**config.mk**
```make
export PLATFORM = sky130hd
export DESIGN_NAME = pll_lock_seq_flat
export DESIGN_NICKNAME = d
export VERILOG_FILES = /design/src/rtl/pll_lock_seq_if.sv /design/src/rtl/pll_lock_seq.sv /design/src/flat_wrapper.sv
export SDC_FILE = /design/constraint.sdc
export NUM_CORES = 1
export LEC_CHECK = 0
export CORE_MARGIN = 4
export CORE_UTILIZATION = 47
export CTS_BUF_LIST = sky130_fd_sc_hd__clkbuf_8
export CTS_CLUSTER_SIZE = 28
export DETAILED_ROUTE_END_ITERATION = 8
export GPL_ROUTABILITY_DRIVEN = 0
export PLACE_DENSITY = 0.85
export SLEW_MARGIN = 25
export SYNTH_ARGS = -nofsm -noshare
export SYNTH_HDL_FRONTEND = slang
export SYNTH_SLANG_ARGS = --single-unit
```
**constraint.sdc**
```tcl
create_clock -name clk -period 2 [get_ports clk]
set_input_delay 0.6 -clock clk [delete_from_list [all_inputs] [get_ports clk]]
set_output_delay 0.6 -clock clk [all_outputs]
set_load 0.05 [all_outputs]
```
**src/rtl/pll_lock_seq_if.sv**
```systemverilog
// Signal bundle between the PLL lock sequencer and its surroundings:
// run request, raw PLL lock, PLL control pins and sequencer status.
interface pll_lock_seq_if;
   logic       enable;
   logic       locked_in;
   logic       pll_areset;
   logic       pll_ena;
   logic       pll_pfdena;
   logic       sys_rst_n;
   logic       lock_ok;
   logic       fault;
   logic [3:0] retry_cnt;
   logic [7:0] loss_cnt;
   logic [2:0] state;

   modport slave (
      input  enable, locked_in,
      output pll_areset, pll_ena, pll_pfdena, sys_rst_n, lock_ok, fault,
             retry_cnt, loss_cnt, state
   );

   modport master (
      output enable, locked_in,
      input  pll_areset, pll_ena, pll_pfdena, sys_rst_n, lock_ok, fault,
             retry_cnt, loss_cnt, state
   );
endinterface

```
**src/rtl/pll_lock_seq.sv**
```systemverilog
// PLL bring-up sequencer: reset pulse, filtered lock wait, run and relock on loss.
// Define PLL_LOCK_SEQ_TIMEOUT_EN to enable the per-attempt lock timeout, retries and FAULT.
module pll_lock_seq #(
   parameter int RST_CYCLES     = 16,
   parameter int LOCK_FILTER    = 64,
   parameter int TIMEOUT_CYCLES = 4096,
   parameter int MAX_RETRY      = 3
) (
   input logic            clk,
   input logic            rst_n,
   pll_lock_seq_if.slave  bus
);

   typedef enum logic [2:0] {
      ST_IDLE  = 3'd0,
      ST_ARST  = 3'd1,
      ST_WAIT  = 3'd2,
      ST_RUN   = 3'd3,
      ST_FAULT = 3'd4
   } state_t;

   localparam logic [9:0] RST_LAST  = 10'(RST_CYCLES - 1);
   localparam logic [9:0] FILT_LAST = 10'(LOCK_FILTER - 1);

   state_t     state_q, state_d;
   logic       sync1_q, lk_q;
   logic [9:0] cnt_q, cnt_d;
   logic [7:0] loss_q, loss_d;
   logic       pll_areset_q, pll_areset_d;
   logic       pll_ena_q, pll_ena_d;
   logic       pll_pfdena_q, pll_pfdena_d;
   logic       sys_rst_n_q, sys_rst_n_d;
   logic       lock_ok_q, lock_ok_d;

`ifdef PLL_LOCK_SEQ_TIMEOUT_EN
   localparam logic [15:0] TMO_LAST  = 16'(TIMEOUT_CYCLES - 1);
   localparam logic [3:0]  RETRY_MAX = 4'(MAX_RETRY);

   logic [15:0] tmo_q, tmo_d;
   logic [3:0]  retry_q, retry_d;
   logic        fault_q, fault_d;
`else
   wire unused_cfg = (TIMEOUT_CYCLES > 0) ^ (MAX_RETRY > 0);
`endif

   // cnt_q times the ARST pulse and doubles as the lock filter in WAIT.
   always_comb begin
      state_d = state_q;
      cnt_d   = '0;
      loss_d  = loss_q;
`ifdef PLL_LOCK_SEQ_TIMEOUT_EN
      tmo_d   = '0;
      retry_d = retry_q;
`endif
      case (state_q)
         ST_IDLE: begin
            if (bus.enable) state_d = ST_ARST;
         end
         ST_ARST: begin
            cnt_d = cnt_q + 10'd1;
            if (cnt_q == RST_LAST) state_d = ST_WAIT;
         end
         ST_WAIT: begin
            cnt_d = lk_q ? cnt_q + 10'd1 : 10'd0;
`ifdef PLL_LOCK_SEQ_TIMEOUT_EN
            tmo_d = tmo_q + 16'd1;
`endif
            if (lk_q && cnt_q == FILT_LAST) begin
               state_d = ST_RUN;
`ifdef PLL_LOCK_SEQ_TIMEOUT_EN
               retry_d = 4'd0;
            end else if (tmo_q == TMO_LAST) begin
               if (retry_q < RETRY_MAX) begin
                  retry_d = retry_q + 4'd1;
                  state_d = ST_ARST;
               end else begin
                  state_d = ST_FAULT;
               end
`endif
            end
         end
         ST_RUN: begin
            if (!lk_q) begin
               state_d = ST_ARST;
               if (loss_q != 8'hFF) loss_d = loss_q + 8'd1;
            end
         end
         ST_FAULT: begin
            state_d = ST_FAULT;
         end
         default: begin
            state_d = ST_IDLE;
         end
      endcase

      if (!bus.enable) begin
         state_d = ST_IDLE;
         loss_d  = loss_q;
`ifdef PLL_LOCK_SEQ_TIMEOUT_EN
         retry_d = 4'd0;
`endif
      end

      if (state_d != state_q) begin
         cnt_d = '0;
`ifdef PLL_LOCK_SEQ_TIMEOUT_EN
         tmo_d = '0;
`endif
      end
   end

   // Output flops load the decode of the next state so they always match state_q.
   always_comb begin
      pll_areset_d = 1'b1;
      pll_ena_d    = 1'b0;
      pll_pfdena_d = 1'b0;
      sys_rst_n_d  = 1'b0;
      lock_ok_d    = 1'b0;
`ifdef PLL_LOCK_SEQ_TIMEOUT_EN
      fault_d      = 1'b0;
`endif
      case (state_d)
         ST_ARST: begin
            pll_ena_d = 1'b1;
         end
         ST_WAIT: begin
            pll_areset_d = 1'b0;
            pll_ena_d    = 1'b1;
            pll_pfdena_d = 1'b1;
         end
         ST_RUN: begin
            pll_areset_d = 1'b0;
            pll_ena_d    = 1'b1;
            pll_pfdena_d = 1'b1;
            sys_rst_n_d  = 1'b1;
            lock_ok_d    = 1'b1;
         end
`ifdef PLL_LOCK_SEQ_TIMEOUT_EN
         ST_FAULT: begin
            fault_d = 1'b1;
         end
`endif
         default: begin
            pll_areset_d = 1'b1;
         end
      endcase
   end

   always_ff @(posedge clk or negedge rst_n) begin
      if (!rst_n) begin
         state_q      <= ST_IDLE;
         sync1_q      <= 1'b0;
         lk_q         <= 1'b0;
         cnt_q        <= '0;
         loss_q       <= '0;
         pll_areset_q <= 1'b1;
         pll_ena_q    <= 1'b0;
         pll_pfdena_q <= 1'b0;
         sys_rst_n_q  <= 1'b0;
         lock_ok_q    <= 1'b0;
`ifdef PLL_LOCK_SEQ_TIMEOUT_EN
         tmo_q        <= '0;
         retry_q      <= '0;
         fault_q      <= 1'b0;
`endif
      end else begin
         state_q      <= state_d;
         sync1_q      <= bus.locked_in;
         lk_q         <= sync1_q;
         cnt_q        <= cnt_d;
         loss_q       <= loss_d;
         pll_areset_q <= pll_areset_d;
         pll_ena_q    <= pll_ena_d;
         pll_pfdena_q <= pll_pfdena_d;
         sys_rst_n_q  <= sys_rst_n_d;
         lock_ok_q    <= lock_ok_d;
`ifdef PLL_LOCK_SEQ_TIMEOUT_EN
         tmo_q        <= tmo_d;
         retry_q      <= retry_d;
         fault_q      <= fault_d;
`endif
      end
   end

   assign bus.pll_areset = pll_areset_q;
   assign bus.pll_ena    = pll_ena_q;
   assign bus.pll_pfdena = pll_pfdena_q;
   assign bus.sys_rst_n  = sys_rst_n_q;
   assign bus.lock_ok    = lock_ok_q;
   assign bus.loss_cnt   = loss_q;
   assign bus.state      = state_q;
`ifdef PLL_LOCK_SEQ_TIMEOUT_EN
   assign bus.fault      = fault_q;
   assign bus.retry_cnt  = retry_q;
`else
   assign bus.fault      = 1'b0;
   assign bus.retry_cnt  = 4'd0;
`endif

endmodule

```
**src/flat_wrapper.sv**
```systemverilog
// flat-port wrapper written by rule: the top's interface ports become plain ports
module pll_lock_seq_flat 
#(
   parameter int RST_CYCLES     = 16,
   parameter int LOCK_FILTER    = 64,
   parameter int TIMEOUT_CYCLES = 4096,
   parameter int MAX_RETRY      = 3
)
  (clk, rst_n, bus_enable, bus_locked_in, bus_pll_areset, bus_pll_ena, bus_pll_pfdena, bus_sys_rst_n, bus_lock_ok, bus_fault, bus_retry_cnt, bus_loss_cnt, bus_state);
  pll_lock_seq_if bus_i ();
  input logic clk;
  input logic rst_n;
  input wire logic [$bits(bus_i.enable)-1:0] bus_enable;
  input wire logic [$bits(bus_i.locked_in)-1:0] bus_locked_in;
  output wire logic [$bits(bus_i.pll_areset)-1:0] bus_pll_areset;
  output wire logic [$bits(bus_i.pll_ena)-1:0] bus_pll_ena;
  output wire logic [$bits(bus_i.pll_pfdena)-1:0] bus_pll_pfdena;
  output wire logic [$bits(bus_i.sys_rst_n)-1:0] bus_sys_rst_n;
  output wire logic [$bits(bus_i.lock_ok)-1:0] bus_lock_ok;
  output wire logic [$bits(bus_i.fault)-1:0] bus_fault;
  output wire logic [$bits(bus_i.retry_cnt)-1:0] bus_retry_cnt;
  output wire logic [$bits(bus_i.loss_cnt)-1:0] bus_loss_cnt;
  output wire logic [$bits(bus_i.state)-1:0] bus_state;
  assign bus_i.enable = bus_enable;
  assign bus_i.locked_in = bus_locked_in;
  assign bus_pll_areset = bus_i.pll_areset;
  assign bus_pll_ena = bus_i.pll_ena;
  assign bus_pll_pfdena = bus_i.pll_pfdena;
  assign bus_sys_rst_n = bus_i.sys_rst_n;
  assign bus_lock_ok = bus_i.lock_ok;
  assign bus_fault = bus_i.fault;
  assign bus_retry_cnt = bus_i.retry_cnt;
  assign bus_loss_cnt = bus_i.loss_cnt;
  assign bus_state = bus_i.state;
  pll_lock_seq #(.RST_CYCLES(RST_CYCLES), .LOCK_FILTER(LOCK_FILTER), .TIMEOUT_CYCLES(TIMEOUT_CYCLES), .MAX_RETRY(MAX_RETRY)) u_core (.clk(clk), .rst_n(rst_n), .bus(bus_i));
endmodule
```
==> run_results.csv <==
group,metric,value,unit
worst_setup_path,crit_type,"reg2reg",
worst_setup_path,startpoint_type,"flip-flop",
clock_tree,tritoncts,"yes",
timing,drv_slew,0,
power_and_ir_drop,p_leak,0.7349,nW
hold_path,holdPathStages,0,
global_route,grt_pass1_vias,911,
detailed_routing,initialDrtViolationCount,22,
logic_synthesis,syn_inst,113,
placement,dp_cells,169,
logic_synthesis,yosysUniqueCellTypes,28,
hold_path,whs_endpoint,"u_core.lk_q",
detailed_routing,vias,899,
logic_synthesis,ys.flop_type,"dfrtp_1",
power_and_ir_drop,sw_frac_of_total,0.2383,
die,die_area,3530,um2
die,dieHeight,59.42,um
timing,setup_slack,0.04807,ns
detailed_routing,vias_per_cell,5.167,
power_and_ir_drop,ir_drop,0.3728,mV
detailed_routing,wirelength,2.436,mm
hold_path,hp-start,"u_core.sync1_q",
logic_synthesis,ys_top_cells_by_count,"dfrtp_1 (26), nor2_1 (15), xnor2_1 (9)",
final_layout,fin_cells,174,
worst_setup_path,crit_chain,"or4_4 -> or4_4 -> a32oi_4 -> nor2_1",
logic_synthesis,synth_area_per_cell,11.00,um2
die,rows,18,
run,maxCapViolCount,0,
clock_tree,cts_made_buffers,3,
worst_setup_path,crit_fanout,5,
placement,place_ws,-0.07857,ns
worst_setup_path,timing.rr.start,"u_core.cnt_q[7]",
global_route,grtUsageTotal,0.1557,
worst_setup_path,regToRegSetupSlack,0.05,ns
logic_synthesis,synth_edf_count,0,
logic_synthesis,ys_seq_area_frac,0.5448,
timing,min_period_over_period,0.9760,
detailed_routing,drtAntennaViolNets,0,
worst_setup_path,crit_path_end_kind,"flip-flop",
timing,setup_viol,0,
power_and_ir_drop,p_per_area,599.6,nW/um2
power_and_ir_drop,finalPower,934.0,uW
placement,placed_area,1484,um2
logic_synthesis,synth_seq_cells,27,
logic_synthesis,ys_warn_count,0,
global_route,grt_max_degree,28,
timing,rsz0062_at_grt,"no",
worst_setup_path,r2r-end,"u_core.cnt_q[5]",
run_status,outcome,"finished, final reports clean",
placement,port_buffers,19,
timing,finalHoldViolCount,0,
logic_synthesis,ys_async_sr_fraction,1.000,
logic_synthesis,yosysMostFrequentCell,"dfrtp_1",
timing,final.setup.tns,0,ns
power_and_ir_drop,switchingPower,222.6,uW
final_layout,drive_above_1_share,0.2500,
final_layout,fin_area,1558,um2
final_layout,antenna_cells,0,
timing,max_freq,512.3,MHz
logic_synthesis,yosys-top-cells-area,"dfrtp_1 (52%), xnor2_1 (6.3%), nor2_1 (4.5%)",
worst_setup_path,cp_slowest_cell,"or4_4",
clock_tree,clock-root-buffer,"clkbuf_8",
logic_synthesis,synth_top_area_share,0.5237,
worst_setup_path,crit_top_cell,"or4_4",
final_layout,n_fill_cell,202,
timing,period_needed,1.952,ns
worst_setup_path,ff2ff_path_depth,4,
hold_path,hold_class,"reg2reg",
logic_synthesis,synth_area,1242,um2
worst_setup_path,crit_required,2.15,ns
power_and_ir_drop,power_frac_comb,0.080,
worst_setup_path,cp_slowest_stage_delay,0.54,ns
die,ioPinCount,25,
die,die_x,59.42,um
timing,skew,0.003031,ns
global_route,grt_overflow,0,
placement,place_hpwl,1.737,mm
clock_tree,htree_levels,1,
global_route,antenna_found_initial,0,
clock_tree,clock_latency,0.27,ns
clock_tree,clkSlewWorstSetupHoldPaths,0.09,ns
die,start_util,0.4970,
global_route,grt_pass1_wl,4.105,mm
power_and_ir_drop,clkPwrFrac,0.325,
clock_tree,clock_path_buffers,2,
power_and_ir_drop,pwr-share-seq,0.596,
power_and_ir_drop,intPower,711.4,uW
clock_tree,cts_num_sinks,27,
clock_tree,postCtsSetupBuffers,0,
die,coreArea,2500,um2
detailed_routing,dr.pass1.iters,4,
detailed_routing,detail_route.wl_per_cell,14.00,um
detailed_routing,drc,0,
worst_setup_path,arrival,2.10,ns
logic_synthesis,synth_area_leader_cell,"dfrtp_1",
final_layout,nNetsFinal,151,
final_layout,area_growth,25.38,%
## routing by layer
metal / global-route usage / wire length (um) / vias to the layer above
met5: 0 / 0 / -
li1: - / - / 439
met3: 0.03922 / 127 / 2
met1: 0.1894 / 1010 / 440
met4: 0.02913 / 15 / 0
met2: 0.2777 / 1282 / 18
## area by class of cell
class                      instances  area [um2]  share of cell area
inverter                           4       15.01            0.009639
timing repair buffer              29       237.7              0.1526
clock buffer                       3       41.29             0.02651
tap                               30       37.54             0.02410
multi-input combinational         80       544.3              0.3494
sequential                        27       676.9              0.4345
clock inverter                     1       5.005            0.003213
## power groups by stage
stage	sequential (mW)	clock, mW	combinational (mW)
5_1_grt	0.557	0.334	0.0800
4_1_cts	0.556	0.318	0.0753
2_1_floorplan	0.573	0	0.0424
6_report	0.556	0.303	0.0744
3_5_place_dp	0.567	0	0.0694
3_3_place_gp	0.566	0	0.0675
## per-stage QoR
step / hold slack, ns / utilization
after floorplan: 0.3044 / -
after global placement: 0.3365 / 0.5936
after detailed placement: 0.3426 / 0.5936
after CTS: 0.3641 / 0.6231
after global routing: 0.3726 / 0.6231
final: 0.3600 / 0.6231
## state kept, by name (all words and copies together), names as in the netlist
register	flops
u_core.cnt_q	10
u_core.bus.loss_cnt	8
u_core.bus.state	3
u_core.bus.pll_areset	1
u_core.bus.pll_ena	1
u_core.bus.pll_pfdena	1
u_core.bus.sys_rst_n	1
u_core.lk_q	1
u_core.sync1_q	1
## worst max path at each step
stage / startpoint / to / slack, ns / cells past startpoint
floorplan: u_core.cnt_q[7] / u_core.cnt_q[2] / 0.01 / 4
global placement: bus_enable / u_core.cnt_q[1] / -0.04 / 6
detailed placement: bus_enable / u_core.cnt_q[8] / -0.08 / 6
CTS: u_core.cnt_q[7] / u_core.cnt_q[8] / 0.04 / 5
global route: u_core.cnt_q[7] / u_core.cnt_q[4] / 0.004 / 5
finish: u_core.cnt_q[7] / u_core.cnt_q[5] / 0.05 / 4
## logic make-up after synthesis
logic type               synth area share
buffers and inverters             0.05135
AO/OA/AOI/OAI                     0.05740
AND/OR/NAND/NOR                    0.2084
other                            0.003018
adder cells (fa/ha/maj)           0.02014
flip-flops                         0.5448
XOR/XNOR                           0.1057
multiplexers                     0.009063
## repair_timing
item,4_1_cts,5_1_grt
gates resized for setup,1,0
hold endpoints to repair,0,0
endpoints found under the setup margin,10,0
hold buffers,0,0
## layout by cell type, fill, tap and decap left out, types with 3 or more instances in the layout
| master | count |
|---|---|
| xor2_1 | 6 |
| nor3_1 | 4 |
| xnor2_1 | 9 |
| buf_4 | 25 |
| clkbuf_8 | 3 |
| nor2_1 | 15 |
| nand3_1 | 7 |
| nor2b_1 | 4 |
| nand2_1 | 6 |
| inv_1 | 4 |
| conb_1 | 5 |
| nand4_1 | 3 |
| clkdlybuf4s50_1 | 3 |
| dfrtp_1 | 26 |
## worst max-delay path: cells and delay by family, from the launching register on
| family | cells | cell delay [ns] |
|---|---|---|
| compound gates | 1 | 0.29 |
| simple gates | 3 | 1.16 |
| flops | 1 | 0.39 |
Power figures use the tool's default switching activity.
